`src/rtl/apb_master.sv`:
```
// APB3 bridge: latches a single-cycle CPU request, decodes the peripheral window,
// runs SETUP/ACCESS on the selected slave and returns a one-cycle ready/err pulse.
module apb_master #(
    parameter int          NSLV    = 4,
    parameter logic [31:0] BASE    = 32'h1000_0000,
    parameter int          TIMEOUT = 16
) (
    input  logic               PCLK,
    input  logic               PRESET,
    input  logic               transfer,
    input  logic               write,
    input  logic [31:0]        addr,
    input  logic [31:0]        wdata,
    output logic [31:0]        rdata,
    output logic               ready,
    output logic               err,
    output logic [31:0]        PADDR,
    output logic               PWRITE,
    output logic [31:0]        PWDATA,
    output logic               PENABLE,
    output logic [NSLV-1:0]    PSEL,
    input  logic [NSLV*32-1:0] PRDATA,
    input  logic [NSLV-1:0]    PREADY
);

    localparam int CW = $clog2(TIMEOUT) + 1;

    typedef enum logic [1:0] {IDLE, SETUP, ACCESS, ERR} state_t;

    state_t          state, state_nxt;
    logic [NSLV-1:0] sel, sel_nxt;
    logic [CW-1:0]   cnt, cnt_nxt;

    logic [19:0]     page_off;
    logic            hit;
    logic [NSLV-1:0] dec_sel;
    logic            slv_ready;
    logic [31:0]     slv_rdata;
    logic            timed_out;

    // Window decode: unsigned subtraction makes addresses below BASE wrap to large offsets.
    always_comb begin
        page_off = addr[31:12] - BASE[31:12];
        hit      = (page_off < 20'(NSLV));
        dec_sel  = '0;
        for (int i = 0; i < NSLV; i++) begin
            if (page_off == 20'(i)) dec_sel[i] = 1'b1;
        end
    end

    // Only the latched slave contributes; all other PREADY/PRDATA are ignored.
    always_comb begin
        slv_ready = 1'b0;
        slv_rdata = '0;
        for (int i = 0; i < NSLV; i++) begin
            if (sel[i]) begin
                slv_ready = PREADY[i];
                slv_rdata = PRDATA[32*i +: 32];
            end
        end
    end

    assign timed_out = (cnt == CW'(TIMEOUT - 1));

    always_comb begin
        state_nxt = state;
        sel_nxt   = sel;
        cnt_nxt   = cnt;
        PSEL      = '0;
        PENABLE   = 1'b0;
        ready     = 1'b0;
        err       = 1'b0;
        rdata     = '0;
        case (state)
            IDLE: begin
                if (transfer) begin
                    if (hit) begin
                        state_nxt = SETUP;
                        sel_nxt   = dec_sel;
                        cnt_nxt   = '0;
                    end else begin
                        state_nxt = ERR;
                        sel_nxt   = '0;
                    end
                end
            end
            SETUP: begin
                PSEL      = sel;
                state_nxt = ACCESS;
            end
            ACCESS: begin
                PSEL    = sel;
                PENABLE = 1'b1;
                // A ready arriving on the last allowed cycle wins over the timeout.
                if (slv_ready) begin
                    ready     = 1'b1;
                    rdata     = slv_rdata;
                    state_nxt = IDLE;
                end else if (timed_out) begin
                    ready     = 1'b1;
                    err       = 1'b1;
                    state_nxt = IDLE;
                end else begin
                    cnt_nxt = cnt + CW'(1);
                end
            end
            ERR: begin
                ready     = 1'b1;
                err       = 1'b1;
                state_nxt = IDLE;
            end
            default: state_nxt = IDLE;
        endcase
    end

    always_ff @(posedge PCLK or posedge PRESET) begin
        if (PRESET) begin
            state  <= IDLE;
            sel    <= '0;
            cnt    <= '0;
            PADDR  <= '0;
            PWRITE <= 1'b0;
            PWDATA <= '0;
        end else begin
            state <= state_nxt;
            sel   <= sel_nxt;
            cnt   <= cnt_nxt;
            if (state == IDLE && transfer) begin
                PADDR  <= addr;
                PWRITE <= write;
                PWDATA <= wdata;
            end
        end
    end

endmodule

```
`config.mk`:
```
export PLATFORM = sky130hd
export DESIGN_NAME = apb_master
export DESIGN_NICKNAME = d
export VERILOG_FILES = /design/src/rtl/apb_master.sv
export SDC_FILE = /design/constraint.sdc
export NUM_CORES = 1
export LEC_CHECK = 0
export ABC_AREA = 0
export BUFFER_PORTS_ARGS = -buffer_cell sky130_fd_sc_hd__buf_2
export CORE_ASPECT_RATIO = 0.75
export CORE_MARGIN = 2
export CORE_UTILIZATION = 30
export CTS_CLUSTER_SIZE = 30
export DETAILED_ROUTE_END_ITERATION = 16
export GPL_TIMING_DRIVEN = 0
export PLACE_DENSITY = 0.62
export SYNTH_ARGS = -nofsm -noshare
export SYNTH_HDL_FRONTEND = slang
export SYNTH_SLANG_ARGS = --single-unit
```
`constraint.sdc`:
```
create_clock -name PCLK -period 2.7 [get_ports PCLK]
set_input_delay 0.27 -clock PCLK [delete_from_list [all_inputs] [get_ports PCLK]]
set_output_delay 0.27 -clock PCLK [all_outputs]
set_load 0.005 [all_outputs]
```
# ---- Word level (Yosys, flattened, before mapping)
# Index checks and enable logic that the tools add are counted.
dict set report totals {
  register_bits 76
  latch_bits 0
  mem_bits_rw 0
  rom_bits 0
  in_bits 200
  out_inout_bits 104
  wordCells 61
  memories 0
}
dict set report op_classes {
  add_sub_neg 2
  n_mul 0
  n_div 0
  magnitude_cmp 1
  eq_ne 12
  n_shift 0
  n_mux 32
  bitwise_logic 0
  reduce_logical 8
}
# op count
set ops {}
lappend ops {{two-way mux 32 bit} 6}
lappend ops {{== test 20 x 2 -> 1 bit, second input constant} 2}
lappend ops {{== test 20 x 1 -> 1 bit, second input constant} 1}
lappend ops {{zero test 20 bit} 1}
lappend ops {{less-than comparator 20 x 3 -> 1 bit, second input constant} 1}
lappend ops {{two-way mux 5 bit} 4}
lappend ops {{subtractor 20 x 17 -> 20 bit, second input constant} 1}
lappend ops {{two-way mux 1 bit} 12}
lappend ops {{case mux 5 bit (2 select lines)} 1}
lappend ops {{two-way mux 2 bit} 4}
lappend ops {{two-way mux 4 bit} 2}
lappend ops {{!= test 2 bit, second input constant} 4}
lappend ops {{case mux 2 bit (4 select lines)} 1}
lappend ops {{adder 5 x 1 -> 5 bit, second input constant} 1}
lappend ops {{== test 5 x 4 -> 1 bit, second input constant} 1}
lappend ops {{AND reduction 5 bit} 1}
lappend ops {{== test 2 bit, second input constant} 2}
lappend ops {{case mux 1 bit (2 select lines)} 2}
lappend ops {{AND reduction 2 bit} 2}
lappend ops {{!= test 3 bit, second input constant} 1}
lappend ops {{== test 2 x 1 -> 1 bit, second input constant} 1}
lappend ops {{zero test 2 bit} 1}
lappend ops {{nonzero test 2 bit} 1}
lappend ops {{OR reduction 2 bit} 1}
lappend ops {{logical AND 1 bit} 1}

# ---- Logic depth before layout (Yosys ltp)
# Gate-level depths: netlist of the first run.
dict set report depth {
  word_depth 6
  ltp_mapped 7
}

# ---- Least setup slack after synthesis of the first run
# Ideal clock, no wire load.
dict set report synth_timing {
  kind {reg-to-reg}
  from {register state[0]}
  to {register PWDATA[20]}
  setup_ps 125
  t_arrival_ps 1858
  required_time_ps 2575
  setup_slack_ps 717
  path_stages_with_launch 7
  cell_sequence {dfrtp_1 -> inv_1 -> ha_1 -> nand2_1 -> clkbuf_1 -> buf_1 -> mux2_2}
}
dict set report synth_between {
  elab_chain_len 2
}
# element line_no
set synth_rtl {}
lappend synth_rtl {{start: declaration} 30} ;# state_t state, state_nxt;
lappend synth_rtl {{start signal: assignment} 125} ;# state <= state_nxt;
lappend synth_rtl {{zero test 2 bit} 128} ;# if (state == IDLE && transfer) begin
lappend synth_rtl {{logical AND 1 bit} 128}
lappend synth_rtl {{end signal: assignment} 131} ;# PWDATA <= wdata;
lappend synth_rtl {{end: declaration} 19} ;# output logic [31:0] PWDATA,
# No other way between the ends.
# A chain may end at the register's enable or synchronous reset.

# ---- Final worst setup path of the first run
dict set report layout_timing {
  from {register sel[1]}
  to {output port rdata[11]}
}
dict set report layout_between {
  elab_chain_len 5
}
# element line_no
set layout_rtl {}
lappend layout_rtl {{start: declaration} 31} ;# logic [NSLV-1:0] sel, sel_nxt;
lappend layout_rtl {{start signal: assignment} 126} ;# sel <= sel_nxt;
lappend layout_rtl {{two-way mux 32 bit or two-way mux 1 bit (tied branches) (3 in a row)} 56} ;# if (sel[i]) begin
lappend layout_rtl {{two-way mux 32 bit (*)} 95} ;# if (slv_ready) begin
lappend layout_rtl {{two-way mux 32 bit (*)} 74} ;# case (state)
lappend layout_rtl {{end: declaration} 14} ;# output logic [31:0] rdata,
# Every way passes the cells marked *; elsewhere a longest branch is shown, timed or not.

==> impl_metrics.tcl, run 1 <==
set metrics [dict create \
    rsz_0062_raised_after_global_routing "no" \
    tritoncts "yes" \
    sum_of_internal_switching_and_leakage_power_uw 5110 \
    ant_nets 0 \
    muxShareOfSynthArea_pct 18.3 \
    timing.hold.worst.class "in -> reg" \
    drcViolationCount 0 \
    avgViaCountPerCell 5.03 \
    grt_start_max_net_pins 65 \
    drt-pass1-iter-count 4 \
    clock_latency_reported_for_the_late_side_of_the_worst_skew_pair_ns 0.33 \
    clock_transition_at_the_register_clock_pins_on_the_worst_setup_and_hold_paths_after_cts_ns 0.06 \
    total_leakage_power_uw 0.00312 \
    syn_area_sq_um 4230 \
    synth.top_cells.by_count "sky130_fd_sc_hd__dfrtp_1, sky130_fd_sc_hd__mux2_2, sky130_fd_sc_hd__a21oi_1" \
    cap_viol_max_count 0 \
    period_share_pct 94.6 \
    clock-root-buffer "sky130_fd_sc_hd__clkbuf_16" \
    power_switching_share_pct 30.5 \
    synth_area_in_adders_pct 2.07 \
    detailedPlacementHpwl_um 12800 \
    seq_power_share_pct 38.7 \
    synthDominantCellAreaShare_pct 44.9 \
    final_core_util_pct 46.0 \
    placementRows 37 \
    min_delay_path_depth 2 \
    placement.io_buffers 303 \
    synth_cell_types 38 \
    min-delay-start "addr[7]" \
    antenna_found_initial 1 \
    xor_xnor_share_of_the_synthesized_area_pct 0 \
    via_count 4574 \
    grt_pass1_wl_um 24300 \
    timing_worst_setup_path_type "reg -> out" \
    worst_r2r_startpoint "state[0]$_DFFE_PP0P_" \
    finClkSkew_ns 0.00736 \
    ios 304 \
    async_flop_share_pct 100 \
    numCtsBuffers 9 \
    synth_top_family_by_area "multiplexers" \
    vdd.ir_drop.worst_mv 0.561 \
    dieWidth_um 141 \
    ys_warn_count 0 \
    grt_util_all_layers_pct 20.5 \
    power.net_switching_uw 1560 \
    seq_area_frac_synth_pct 44.9 \
    total_die_area_sq_um 15100 \
    synth.most_common_cell "sky130_fd_sc_hd__dfrtp_1" \
    setup.worst_path.end_class "primary output" \
    finalWeightedCongestion 0.944 \
    worstPathRequired_ns 2.43 \
    htreeDepth 3 \
    cts_post_setup_buffers_inserted 0 \
    final_hold_viol_count 0 \
    cts.path.max_buffers 2 \
    synth_area_per_cell_sq_um 10.2 \
    r2r.worst_path.cells 6 \
    slew_viol_final 0 \
    synthFlopType "sky130_fd_sc_hd__dfrtp_1" \
    setup_viol_count_final 0 \
    clock_sink_count 76 \
    synth_area_leader_cell "sky130_fd_sc_hd__dfrtp_1" \
    count_of_routing_violations_after_the_opening_detailed_route_iteration 178 \
    max-slew-margin-rel_pct 52.0 \
    first_global_vias 4680 \
    grt-ovfl-total 0 \
    synthToLayoutAreaGrowth_pct 49.5 \
    postSynthNetCount 620 \
    netlist_top_cells_area "sky130_fd_sc_hd__dfrtp_1, sky130_fd_sc_hd__mux2_2, sky130_fd_sc_hd__a221oi_1, sky130_fd_sc_hd__nor2b_1, sky130_fd_sc_hd__a21oi_1" \
    setup.worst_path.start "sel[1]$_DFFE_PP0P_" \
    fin_crit_ns 2.55 \
    timing.fmax_ghz 0.392 \
    count_of_flip_flops_with_a_built_in_enable_after_synthesis 0 \
    pwr-share-comb_pct 37.5 \
    yosys.area_share.simple_pct 17.4 \
    yosys_register_bits 76 \
    layout.cell_area.non_filler_sq_um 6330 \
    critical_path_peak_fanout 10 \
    placement.cell_area_sq_um 6000 \
    synth_area_in_compound_gates_pct 13.7 \
    power.internal_uw 3550 \
    power_frac_clock_pct 23.8 \
    cell_pwr_density_nw_per_um2 807 \
    timing.critical_path.arrival_ns 2.28 \
    fraction_of_layout_instances_using_a_drive_strength_above_1_pct 54.5 \
    wl_per_cell_um 17.6 \
    finalWirelength_um 16000 \
    netlist_instances 413 \
    initial_utilization_pct 30.8 \
    core_area_sq_um 13700 \
    status "finished clean" \
    setup.worst_path.start_class "flip-flop" \
    worst_pin_slew_ns 0.714 \
    die_height_um 107 \
    final_net_count 936 \
]
## cell usage in the layout (no fill, tap or decap), types with 9 or more instances in the layout
master and instances:
sky130_fd_sc_hd__a221oi_1 32, sky130_fd_sc_hd__dfrtp_1 76, sky130_fd_sc_hd__a21oi_1 36, sky130_fd_sc_hd__nor3_1 31, sky130_fd_sc_hd__nand2_1 12, sky130_fd_sc_hd__clkbuf_16 9
sky130_fd_sc_hd__nor2b_1 33, sky130_fd_sc_hd__clkbuf_1 19, sky130_fd_sc_hd__mux2_2 67, sky130_fd_sc_hd__nor2_1 34, sky130_fd_sc_hd__buf_2 305
## power groups by stage
stage / Clock, uW / Sequential, uW / Combinational (uW)
2_1_floorplan: 0 / 2010 / 955
3_3_place_gp: 0 / 1950 / 1880
3_5_place_dp: 0 / 1970 / 1940
4_1_cts: 1240 / 1980 / 1950
5_1_grt: 1290 / 2040 / 2110
6_report: 1220 / 1980 / 1910
## layer usage
layer	vias to the layer above	GRT usage, %	part of all wire (%)	routed length [um]
met4	2	5.64	1.4	225
li1	2138	-	-	-
met5	-	0	0.069	11
met3	24	5.00	9.1	1460
met1	2190	24.5	40	6330
met2	220	37.0	50	7960
## path summary, 6_finish.rpt
path / slack (ns) / to
max in group asynchronous: 1.74 / state[1]$_DFFE_PP0P_
min in group asynchronous: 0.41 / PADDR[0]$_DFFE_PP0P_
hold / removal: 0.17 / PADDR[7]$_DFFE_PP0P_
setup / recovery: 0.15 / rdata[11]
setup reg to reg: 0.25 / PWDATA[23]$_DFFE_PP0P_
hold reg to reg: 0.50 / PADDR[1]$_DFFE_PP0P_
## flip-flops by register name, summed over array words and instances (netlist names)
name	flops
PADDR	32
PWDATA	32
cnt	5
sel	4
state	2
PWRITE	1
## worst max-delay path, stage by stage (launching register included)
cell	delay, ns
sky130_fd_sc_hd__dfrtp_1	0.39
sky130_fd_sc_hd__buf_2	0.20
sky130_fd_sc_hd__nor2b_1	0.27
sky130_fd_sc_hd__clkbuf_1	0.41
sky130_fd_sc_hd__a221oi_1	0.14
sky130_fd_sc_hd__nor3_1	0.16
sky130_fd_sc_hd__a21oi_1	0.07
sky130_fd_sc_hd__nor2_1	0.18
sky130_fd_sc_hd__buf_2	0.14
## repair_timing
| action | CTS | global route |
|---|---|---|
| endpoints found under the hold margin | 12 | 0 |
| hold buffers | 1 | 0 |
| pin swaps | 0 | 0 |
| endpoints found under the setup margin | 31 | 33 |
| gates cloned | 0 | 0 |
| gates resized for setup | 3 | 13 |
## logic make-up after synthesis
logic type | count (synthesis)
AND/OR/NAND/NOR | 136
AO/OA/AOI/OAI | 84
flip-flops | 76
buffers and inverters | 41
multiplexers | 69
adder cells (fa/ha/maj) | 7
## stage by stage
step | instances | hold slack [ns] | worst slack, ns | setup TNS (ns)
after CTS | 909 | 0.161 | 0.0270 | 0
after global placement | 891 | 0.483 | -0.326 | -24.49
after detailed placement | 892 | 0.206 | 0.0676 | 0
after floorplan | 413 | 0.366 | 0.492 | 0
final | 910 | 0.171 | 0.146 | 0
after global routing | 909 | 0.161 | 0.0139 | 0
## cell type report
type                       count  area [sq um]
buffer                        32           133
clock buffer                  13           260
clock inverter                 3          45.0
sequential                    76          1900
multi-input combinational    296          2180
tap                          175           219
fill                        1354          7420
antenna                        1          2.50
timing repair buffer         305          1550
inverter                       9          36.3
(Power assumes the default switching activity.)
==> run 2, diff against run 1 <==
Clock period 2.7 ns to 3.2 ns, I/O delays scaled along.
==> run 2 against run 1 <==
Net effect:
- final cell count is 0.11% lower
- core utilization shrank 0.11 points
- power down 16%
- count of clock-buffer cells in the layout unchanged
- combinational power down 16%
- flip-flop and latch count unchanged
- non-clock buffer count did not move
- wire length is essentially flat
- critical path type unchanged
==> impl_metrics.tcl, run 2 (synthesis gave the netlist of run 1 again) <==
set metrics [dict create \
    finalWirelength_um 16000 \
    slew_viol_final 0 \
    final_net_count 936 \
    power_switching_share_pct 30.4 \
    timing.fmax_ghz 0.355 \
    worst_slack_ns 0.381 \
    core_area_sq_um 13700 \
    setup_viol_count_final 0 \
    synthToLayoutAreaGrowth_pct 49.2 \
    avgViaCountPerCell 5.03 \
    final_cells 909 \
    clock_sink_count 76 \
    power_frac_clock_pct 23.8 \
    total_die_area_sq_um 15100 \
    fraction_of_layout_instances_using_a_drive_strength_above_1_pct 53.5 \
    final_hold_viol_count 0 \
    seq_power_share_pct 38.7 \
    total_leakage_power_uw 0.00310 \
    placement.io_buffers 303 \
    worst_hold_slack_ns 0.222 \
    initial_utilization_pct 30.8 \
    clock_latency_reported_for_the_late_side_of_the_worst_skew_pair_ns 0.33 \
    dieWidth_um 141 \
    layout_commonest_cell "sky130_fd_sc_hd__buf_2" \
    placementRows 37 \
    via_count 4576 \
    worst_pin_slew_ns 0.716 \
    finClkSkew_ns 0.00721 \
    fin_crit_ns 2.82 \
    power.net_switching_uw 1310 \
    numPlacedInstances 892 \
    period_share_pct 88.1 \
    detailedPlacementHpwl_um 12800 \
    pre_cts_slack_ns 0.518 \
    clock_transition_at_the_register_clock_pins_on_the_worst_setup_and_hold_paths_after_cts_ns 0.06 \
    cts_post_setup_buffers_inserted 0 \
    timing.hold.worst.class "in -> reg" \
    setup.worst_path.start_class "flip-flop" \
    mostFrequentLayoutCells "sky130_fd_sc_hd__buf_2, sky130_fd_sc_hd__dfrtp_1, sky130_fd_sc_hd__mux2_2, sky130_fd_sc_hd__a21oi_1, sky130_fd_sc_hd__nor2_1" \
    tritoncts "yes" \
    vdd.ir_drop.worst_mv 0.474 \
    cap_viol_max_count 0 \
    biggestRegsByFlops "PADDR: 32 flops, PWDATA: 32 flops, cnt: 5 flops" \
    clock-root-buffer "sky130_fd_sc_hd__clkbuf_16" \
    drcViolationCount 0 \
    finalWeightedCongestion 0.944 \
    grt-ovfl-total 0 \
    timing.critical_path.arrival_ns 2.50 \
    count_of_routing_violations_after_the_opening_detailed_route_iteration 178 \
    ant_nets 0 \
    grt_util_all_layers_pct 20.6 \
    cell_pwr_density_nw_per_um2 682 \
    status "finished clean" \
    max-slew-margin-rel_pct 51.8 \
    antenna_found_initial 1 \
    cts.path.max_buffers 2 \
    worstPathRequired_ns 2.88 \
    power.internal_uw 2990 \
    critical_path_peak_fanout 10 \
    pwr-share-comb_pct 37.5 \
    first_global_vias 4681 \
    setup.worst_path.end_class "primary output" \
    grt_pass1_wl_um 24400 \
    numCtsBuffers 9 \
    die_height_um 107 \
    drt-pass1-iter-count 5 \
    timing_worst_setup_path_type "reg -> out" \
    finalSetupTns_ns 0 \
    insertedDiodeCount 0 \
    grt_start_max_net_pins 65 \
    wl_per_cell_um 17.6 \
    rsz_0062_raised_after_global_routing "no" \
    htreeDepth 3 \
    ios 304 \
]
[run 2: critical path, stage by stage (launching register included)]
cell,delay (ns)
sky130_fd_sc_hd__dfrtp_1,0.36
sky130_fd_sc_hd__clkbuf_2,0.27
sky130_fd_sc_hd__a21oi_1,0.10
sky130_fd_sc_hd__a221oi_1,0.32
sky130_fd_sc_hd__a21o_1,0.20
sky130_fd_sc_hd__nand2_1,0.20
sky130_fd_sc_hd__clkbuf_1,0.32
sky130_fd_sc_hd__nor2_1,0.24
sky130_fd_sc_hd__buf_2,0.15
[run 2: timing repair]
item	in CTS	in global routing
resized for setup	0	2
endpoints found under the hold margin	12	0
hold buffers	1	0
setup endpoints to repair	0	1
[run 2: routing by layer]
metal / routed length, um / global-route usage, %
met1: 6440 / 24.6
met2: 7970 / 37.2
met3: 1390 / 5.00
met4: 180 / 5.36
met5: 11 / 0
[run 2: cell type report]
cell class	instances	area, sq um
Clock inverter	3	45.0
Sequential cell	76	1900
Clock buffer	13	260
Buffer	32	123
Fill cell	1356	7430
Inverter	9	36.3
Multi-Input combinational cell	296	2180
Tap cell	175	219
Timing Repair Buffer	305	1550
[run 2: power groups by stage]
stage	sequential (uW)	combinational, uW	clock, uW
2_1_floorplan	1690	806	0
3_3_place_gp	1640	1590	0
3_5_place_dp	1670	1640	0
4_1_cts	1670	1640	1040
5_1_grt	1730	1780	1090
6_report	1670	1610	1020
[run 2: worst paths after layout]
check,startpoint,end,slack [ns],cells past startpoint
min in group asynchronous,PRESET,PADDR[0]$_DFFE_PP0P_,0.46,3
worst max-delay path,sel[1]$_DFFE_PP0P_,rdata[11],0.38,8
worst min-delay path,addr[7],PADDR[7]$_DFFE_PP0P_,0.22,2
worst max register to register,state[0]$_DFFE_PP0P_,PWDATA[23]$_DFFE_PP0P_,0.75,6
max in group asynchronous,PRESET,state[1]$_DFFE_PP0P_,2.18,4
worst min register to register,PADDR[1]$_DFFE_PP0P_,PADDR[1]$_DFFE_PP0P_,0.50,1
[run 2: per-stage QoR]
stage / power (uW) / instance area [sq um] / util [%]
final: 4300 / 6310 / 45.9
after global routing: 4590 / 6310 / 45.9
after CTS: 4350 / 6310 / 45.9
after detailed placement: 3300 / 6000 / 43.6
after global placement: 3230 / 5970 / 43.4
after floorplan: 2500 / 4230 / -
